File: src/rtl/alu_share_arbiter.sv
// Round-robin arbiter sharing one 8-bit ALU between two valid/ready requesters.
// Latency: grant in T, execute in T+1, tagged result held from T+2 until accepted.
// Backpressure: rsp_ready low holds the result and blocks all new grants.
module alu_share_arbiter #(
    parameter int W = 8
) (
    input  logic         clk,
    input  logic         rst_n,
    input  logic         req0_valid,
    input  logic [2:0]   req0_op,
    input  logic [W-1:0] req0_a,
    input  logic [W-1:0] req0_b,
    output logic         req0_ready,
    input  logic         req1_valid,
    input  logic [2:0]   req1_op,
    input  logic [W-1:0] req1_a,
    input  logic [W-1:0] req1_b,
    output logic         req1_ready,
    output logic         rsp_valid,
    output logic         rsp_id,
    output logic [W-1:0] rsp_data,
    output logic         rsp_carry,
    output logic         rsp_err,
    input  logic         rsp_ready,
    output logic         busy
);

    localparam logic [1:0] S_IDLE = 2'd0;
    localparam logic [1:0] S_EXEC = 2'd1;
    localparam logic [1:0] S_RESP = 2'd2;

    localparam logic [2:0] OP_SUM = 3'd0;
    localparam logic [2:0] OP_SUB = 3'd1;
    localparam logic [2:0] OP_AND = 3'd2;
    localparam logic [2:0] OP_OR  = 3'd3;
    localparam logic [2:0] OP_SHL = 3'd4;
    localparam logic [2:0] OP_SHR = 3'd5;

    logic [1:0]   r_state;
    logic         r_last;
    logic [2:0]   r_op;
    logic [W-1:0] r_a;
    logic [W-1:0] r_b;
    logic         r_id;

    logic         r_rsp_valid;
    logic         r_rsp_id;
    logic [W-1:0] r_rsp_data;
    logic         r_rsp_carry;
    logic         r_rsp_err;

    logic         w_idle;
    logic         w_grant;
    logic         w_grant_id;
    logic [W:0]   w_sum;
    logic [W:0]   w_sub;
    logic [W-1:0] w_data;
    logic         w_carry;
    logic         w_err;

    // Tie goes to whoever was not granted last; a lone request wins outright.
    // Ready depends only on state, valids and pointer, never on payload.
    assign w_idle     = (r_state == S_IDLE);
    assign w_grant    = w_idle & (req0_valid | req1_valid);
    assign w_grant_id = (req0_valid & req1_valid) ? ~r_last : req1_valid;

    // Readies are masked while reset is held so every output reads 0 during reset.
    assign req0_ready = rst_n & w_grant & ~w_grant_id;
    assign req1_ready = rst_n & w_grant &  w_grant_id;
    assign busy       = ~w_idle;

    assign rsp_valid  = r_rsp_valid;
    assign rsp_id     = r_rsp_id;
    assign rsp_data   = r_rsp_data;
    assign rsp_carry  = r_rsp_carry;
    assign rsp_err    = r_rsp_err;

    // Subtract as a + ~b + 1 so bit W is the no-borrow flag.
    assign w_sum = {1'b0, r_a} + {1'b0, r_b};
    assign w_sub = {1'b0, r_a} + {1'b0, ~r_b} + {{W{1'b0}}, 1'b1};

    // ALU on the captured operands; opcodes 6 and 7 flag an error with zero data.
    always_comb begin
        w_data  = '0;
        w_carry = 1'b0;
        w_err   = 1'b0;
        case (r_op)
            OP_SUM: begin
                w_data  = w_sum[W-1:0];
                w_carry = w_sum[W];
            end
            OP_SUB: begin
                w_data  = w_sub[W-1:0];
                w_carry = w_sub[W];
            end
            OP_AND: w_data = r_a & r_b;
            OP_OR:  w_data = r_a | r_b;
            OP_SHL: begin
                w_data  = {r_a[W-2:0], 1'b0};
                w_carry = r_a[W-1];
            end
            OP_SHR: begin
                w_data  = {1'b0, r_a[W-1:1]};
                w_carry = r_a[0];
            end
            default: w_err = 1'b1;
        endcase
    end

    // Sequencer: grant and capture in IDLE, one execute cycle, hold until accepted.
    always_ff @(posedge clk or negedge rst_n) begin
        if (!rst_n) begin
            r_state <= S_IDLE;
            r_last  <= 1'b1;
            r_op    <= '0;
            r_a     <= '0;
            r_b     <= '0;
            r_id    <= 1'b0;
        end else begin
            case (r_state)
                S_IDLE: begin
                    if (w_grant) begin
                        r_op    <= w_grant_id ? req1_op : req0_op;
                        r_a     <= w_grant_id ? req1_a  : req0_a;
                        r_b     <= w_grant_id ? req1_b  : req0_b;
                        r_id    <= w_grant_id;
                        r_last  <= w_grant_id;
                        r_state <= S_EXEC;
                    end
                end
                S_EXEC: r_state <= S_RESP;
                S_RESP: begin
                    if (r_rsp_valid && rsp_ready) begin
                        r_state <= S_IDLE;
                    end
                end
                default: r_state <= S_IDLE;
            endcase
        end
    end

    // Result register: loaded at the end of EXEC, valid dropped on the handshake.
    always_ff @(posedge clk or negedge rst_n) begin
        if (!rst_n) begin
            r_rsp_valid <= 1'b0;
            r_rsp_id    <= 1'b0;
            r_rsp_data  <= '0;
            r_rsp_carry <= 1'b0;
            r_rsp_err   <= 1'b0;
        end else if (r_state == S_EXEC) begin
            r_rsp_valid <= 1'b1;
            r_rsp_id    <= r_id;
            r_rsp_data  <= w_data;
            r_rsp_carry <= w_carry;
            r_rsp_err   <= w_err;
        end else if (r_state == S_RESP && r_rsp_valid && rsp_ready) begin
            r_rsp_valid <= 1'b0;
        end
    end

endmodule

File: config.mk
export PLATFORM = sky130hd
export DESIGN_NAME = alu_share_arbiter
export DESIGN_NICKNAME = d
export VERILOG_FILES = /design/src/rtl/alu_share_arbiter.sv
export SDC_FILE = /design/constraint.sdc
export NUM_CORES = 1
export LEC_CHECK = 0
export ABC_AREA = 1
export CAP_MARGIN = 25
export CORE_ASPECT_RATIO = 0.5
export CORE_MARGIN = 1.5
export CORE_UTILIZATION = 51
export CTS_CLUSTER_DIAMETER = 120
export DETAILED_ROUTE_END_ITERATION = 12
export PLACE_DENSITY = 0.86
export SETUP_SLACK_MARGIN = 0.1
export SKIP_LAST_GASP = 1
export SYNTH_ARGS = -nofsm -noshare
export SYNTH_HDL_FRONTEND = slang
export SYNTH_SLANG_ARGS = --single-unit
File: constraint.sdc
create_clock -name clk -period 2.2 [get_ports clk]
set_clock_uncertainty 0.05 [all_clocks]
set_input_delay 0.22 -clock clk [delete_from_list [all_inputs] [get_ports clk]]
set_output_delay 0.22 -clock clk [all_outputs]
set_load 0.05 [all_outputs]
==> summary.json <==
{
  "row_count": {"value": 18},
  "worstSetupStartpointType": {"value": "flop"},
  "port-buffer-count": {"value": 57},
  "power_frac_comb": {"value": 68.1, "unit": "%"},
  "ctsHoldBuffers": {"value": 0},
  "finish.cell_count_without_fillers": {"value": 487},
  "maximum_number_of_pins_on_one_net_before_global_route_repair": {"value": 38},
  "start_util": {"value": 52.98, "unit": "%"},
  "grt_pass1_vias": {"value": 2508},
  "leakagePower": {"value": 1.647, "unit": "nW"},
  "worst-endpoint-arrival": {"value": 2.17, "unit": "ns"},
  "finalWirelength": {"value": 7.834, "unit": "mm"},
  "endpoint_class_of_the_critical_path": {"value": "flop"},
  "synth-simple-area-share": {"value": 27.95, "unit": "%"},
  "layout-drive-gt1-share": {"value": 9.353, "unit": "%"},
  "final.min_clock_period": {"value": 2.032, "unit": "ns"},
  "synth.net_count": {"value": 427},
  "clkPwrFrac": {"value": 10.8, "unit": "%"},
  "ff_latch_area": {"value": 877.1, "unit": "um2"},
  "post_synth.cell_area_avg": {"value": 7.286, "unit": "um2"},
  "timing.hold.worst.class": {"value": "reg2reg"},
  "mux_cell_area_share_after_synthesis": {"value": 0, "unit": "%"},
  "p_int": {"value": 2.653, "unit": "mW"},
  "result_of_the_run": {"value": "complete, no violations"},
  "fmax": {"value": 492.0, "unit": "MHz"},
  "num_vias": {"value": 2741},
  "synth_compound_area_share": {"value": 15.49, "unit": "%"},
  "cell_area_power_density": {"value": 1700, "unit": "mW/mm2"},
  "die_area": {"value": 0.005564, "unit": "mm2"},
  "hpwl_dp": {"value": 5.955, "unit": "mm"},
  "gpl.final_weighted_congestion": {"value": 0.9120},
  "top_level_ports": {"value": 58},
  "tritoncts": {"value": "done"},
  "p_seq_share": {"value": 21.2, "unit": "%"},
  "cts_num_sinks": {"value": 35},
  "final_min_period_over_clock_period": {"value": 92.38, "unit": "%"},
  "flow.area_growth_from_synthesis": {"value": 30.54, "unit": "%"},
  "synth_top_family_by_area": {"value": "simple AND/OR/NAND/NOR gates"},
  "avgViaCountPerCell": {"value": 5.628},
  "post_synth_xor_area_fraction": {"value": 0.3367, "unit": "%"},
  "dp_cells": {"value": 478},
  "global_route.overflow_total": {"value": 0},
  "tightestPinTransition": {"value": 0.6779, "unit": "ns"},
  "ys_seq_elements": {"value": 35},
  "setup_violators_final": {"value": 0},
  "layout.core_utilization": {"value": 69.16, "unit": "%"},
  "global_route_wire_length_before_repair": {"value": 12.29, "unit": "mm"},
  "cts_max_path_buffers": {"value": 2},
  "synth_seq_area_share": {"value": 33.72, "unit": "%"},
  "cap_viol_max_count": {"value": 0},
  "worstSetupPathType": {"value": "reg2reg"},
  "yosysWarningCount": {"value": 0},
  "worstPathRequired": {"value": 2.33, "unit": "ns"},
  "worstPathMaxFanout": {"value": 6},
  "slew-limit-headroom": {"value": 54.56, "unit": "%"},
  "routed_wire_length_per_instance": {"value": 16.09, "unit": "um"},
  "synth_area": {"value": 0.002601, "unit": "mm2"},
  "netlist_top_cells_area": {"value": "sky130_fd_sc_hd__dfrtp_1 33%, sky130_fd_sc_hd__nand2_1 12%, sky130_fd_sc_hd__ha_1 12%, sky130_fd_sc_hd__o22ai_1 7.2%, sky130_fd_sc_hd__nand3_1 6.2%"},
  "drt-initial-drc-count": {"value": 188},
  "setup_total_negative_slack": {"value": 0, "unit": "ns"},
  "detail_route.drc_violations": {"value": 0},
  "die_width": {"value": 104, "unit": "um"},
  "synth-adder-area-share": {"value": 13.56, "unit": "%"},
  "clk_root_buffer_cell": {"value": "sky130_fd_sc_hd__clkbuf_8"},
  "grt_util_all_layers": {"value": 29.40, "unit": "%"},
  "total_power": {"value": 5.773, "unit": "mW"},
  "drt-pass1-iter-count": {"value": 5},
  "mostFrequentLayoutCells": {"value": "86 x sky130_fd_sc_hd__nand2_1, 55 x sky130_fd_sc_hd__clkdlybuf4s50_1, 35 x sky130_fd_sc_hd__inv_1, 34 x sky130_fd_sc_hd__nor2_1, 34 x sky130_fd_sc_hd__dfrtp_1"},
  "ctsHtreeMaxLevel": {"value": 2},
  "maxSlewViolCount": {"value": 0},
  "drt.antenna.violating_nets": {"value": 0},
  "worst_skew_pair.late_latency": {"value": 0.31, "unit": "ns"},
  "grt_antenna_before_repair": {"value": 1},
  "floorplan.die.height": {"value": 53.50, "unit": "um"},
  "floorplan.core_area": {"value": 0.004910, "unit": "mm2"},
  "synth_area_leader_cell": {"value": "sky130_fd_sc_hd__dfrtp_1"},
  "hold_vio_cnt_final": {"value": 0},
  "netlist.area_leader.share": {"value": 32.71, "unit": "%"},
  "worst_setup_hold_path_clk_slew": {"value": 0.09, "unit": "ns"},
  "p_sw_share": {"value": 54.04, "unit": "%"},
  "ir_worst_vdd": {"value": 0.9804, "unit": "mV"},
  "netlist_cell_types": {"value": 31},
  "multi_input_comb_area": {"value": 0.001503, "unit": "mm2"},
  "cts_buffer_count": {"value": 5},
  "final_common_cell": {"value": "sky130_fd_sc_hd__nand2_1"},
  "fin_nets": {"value": 486},
  "filler_cell_count": {"value": 424},
  "power_switching": {"value": 3.119, "unit": "mW"},
  "netlist_instances": {"value": 357},
  "rsz0062_at_grt": {"value": "true"},
  "antenna_cells": {"value": 0}
}
final timing paths:
kind                        start           to  slack (ns)  cells past startpoint
max                        r_a[0]  rsp_data[2]        0.17                      9
min                        r_last       r_last        0.42                      2
max reg2reg                r_a[0]  rsp_data[2]        0.17                      9
min reg2reg                r_last       r_last        0.42                      2
max in group asynchronous   rst_n       r_last        1.24                      2
min in group asynchronous   rst_n  rsp_data[3]        0.49                      2
cells by family after synthesis:
| kind of cell | Yosys count |
|---|---|
| buffers and inverters | 58 |
| AND/OR/NAND/NOR | 166 |
| AO/OA/AOI/OAI | 70 |
| flip-flops | 35 |
| adder cells (fa/ha/maj) | 27 |
| XOR/XNOR | 1 |
worst max-delay path, cell delays in order (launching register included):
cell and delay [ns]:
sky130_fd_sc_hd__dfrtp_1 0.40, sky130_fd_sc_hd__inv_2 0.11, sky130_fd_sc_hd__ha_1 0.15, sky130_fd_sc_hd__inv_1 0.06, sky130_fd_sc_hd__fa_1 0.43, sky130_fd_sc_hd__or2_0 0.26, sky130_fd_sc_hd__nand3_1 0.08, sky130_fd_sc_hd__o21ai_0 0.08
sky130_fd_sc_hd__o31ai_1 0.21, sky130_fd_sc_hd__nand2_1 0.07
registers in the layout, summed over array words and instances, names as in the netlist:
register,count
rsp_id,1
rsp_data,8
rsp_carry,1
r_id,1
r_op,3
rsp_valid,1
r_b,8
r_last,1
r_state,2
r_a,8
rsp_err,1
stage by stage:
stage	worst slack (ns)	instance area, um2	hold slack, ns
after floorplan	0.3319	2606	-0.1256
after global placement	0.2490	3266	0.4014
after detailed placement	0.1984	3266	0.4140
after CTS	0.1724	3382	0.4250
after global routing	0.07798	3396	0.4406
final	0.1676	3396	0.4232
power by group through the flow:
| stage | clock network (mW) | registers (mW) | logic [mW] |
|---|---|---|---|
| floorplan | 0 | 1.48 | 2.48 |
| global placement | 0 | 1.20 | 3.69 |
| detailed placement | 0 | 1.23 | 3.77 |
| CTS | 0.623 | 1.22 | 3.82 |
| global route | 0.662 | 1.26 | 4.31 |
| finish | 0.622 | 1.22 | 3.93 |
area by class of cell:
class	instances	share of cell area [%]
clock buffer	5	2.027
clock inverter	3	1.400
inverter	47	5.195
multi-input combinational	264	44.25
sequential	35	25.83
tap	70	2.579
timing repair buffer	63	18.72
cell usage after synthesis:
master and instances:
sky130_fd_sc_hd__nand2_1 86, sky130_fd_sc_hd__inv_1 36, sky130_fd_sc_hd__dfrtp_1 34, sky130_fd_sc_hd__nor2_1 34, sky130_fd_sc_hd__nand3_1 32, sky130_fd_sc_hd__o22ai_1 30, sky130_fd_sc_hd__ha_1 25, sky130_fd_sc_hd__o21ai_0 13
sky130_fd_sc_hd__o21ai_1 13, sky130_fd_sc_hd__inv_2 10, sky130_fd_sc_hd__a21oi_1 9, sky130_fd_sc_hd__buf_2 6, sky130_fd_sc_hd__clkbuf_1 4, sky130_fd_sc_hd__nand3_2 4, sky130_fd_sc_hd__nand4_1 3, sky130_fd_sc_hd__fa_1 2
sky130_fd_sc_hd__o31ai_1 2, sky130_fd_sc_hd__a211oi_1 1, sky130_fd_sc_hd__a21oi_2 1, sky130_fd_sc_hd__and2_1 1, sky130_fd_sc_hd__buf_6 1, sky130_fd_sc_hd__clkinv_1 1, sky130_fd_sc_hd__dfstp_2 1, sky130_fd_sc_hd__nand3b_1 1
sky130_fd_sc_hd__nor3_1 1, sky130_fd_sc_hd__nor3_2 1, sky130_fd_sc_hd__nor3_4 1, sky130_fd_sc_hd__o2bb2ai_1 1, sky130_fd_sc_hd__or2_0 1, sky130_fd_sc_hd__or2_2 1, sky130_fd_sc_hd__xor2_1 1
repair_timing:
action,in CTS,in global routing
buffers inserted,0,1
endpoints found under the hold margin,0,0
setup endpoints to repair,0,3
gates resized for setup,0,3
metal layers:
layer / wire length [um] / global-route usage [%] / vias up
li1: - / - / 1304
met5: 16 / 0 / -
met1: 3539 / 39.12 / 1261
met2: 3351 / 46.80 / 154
met4: 103 / 9.722 / 2
met3: 823 / 8.498 / 20
(Power assumes the default switching activity.)
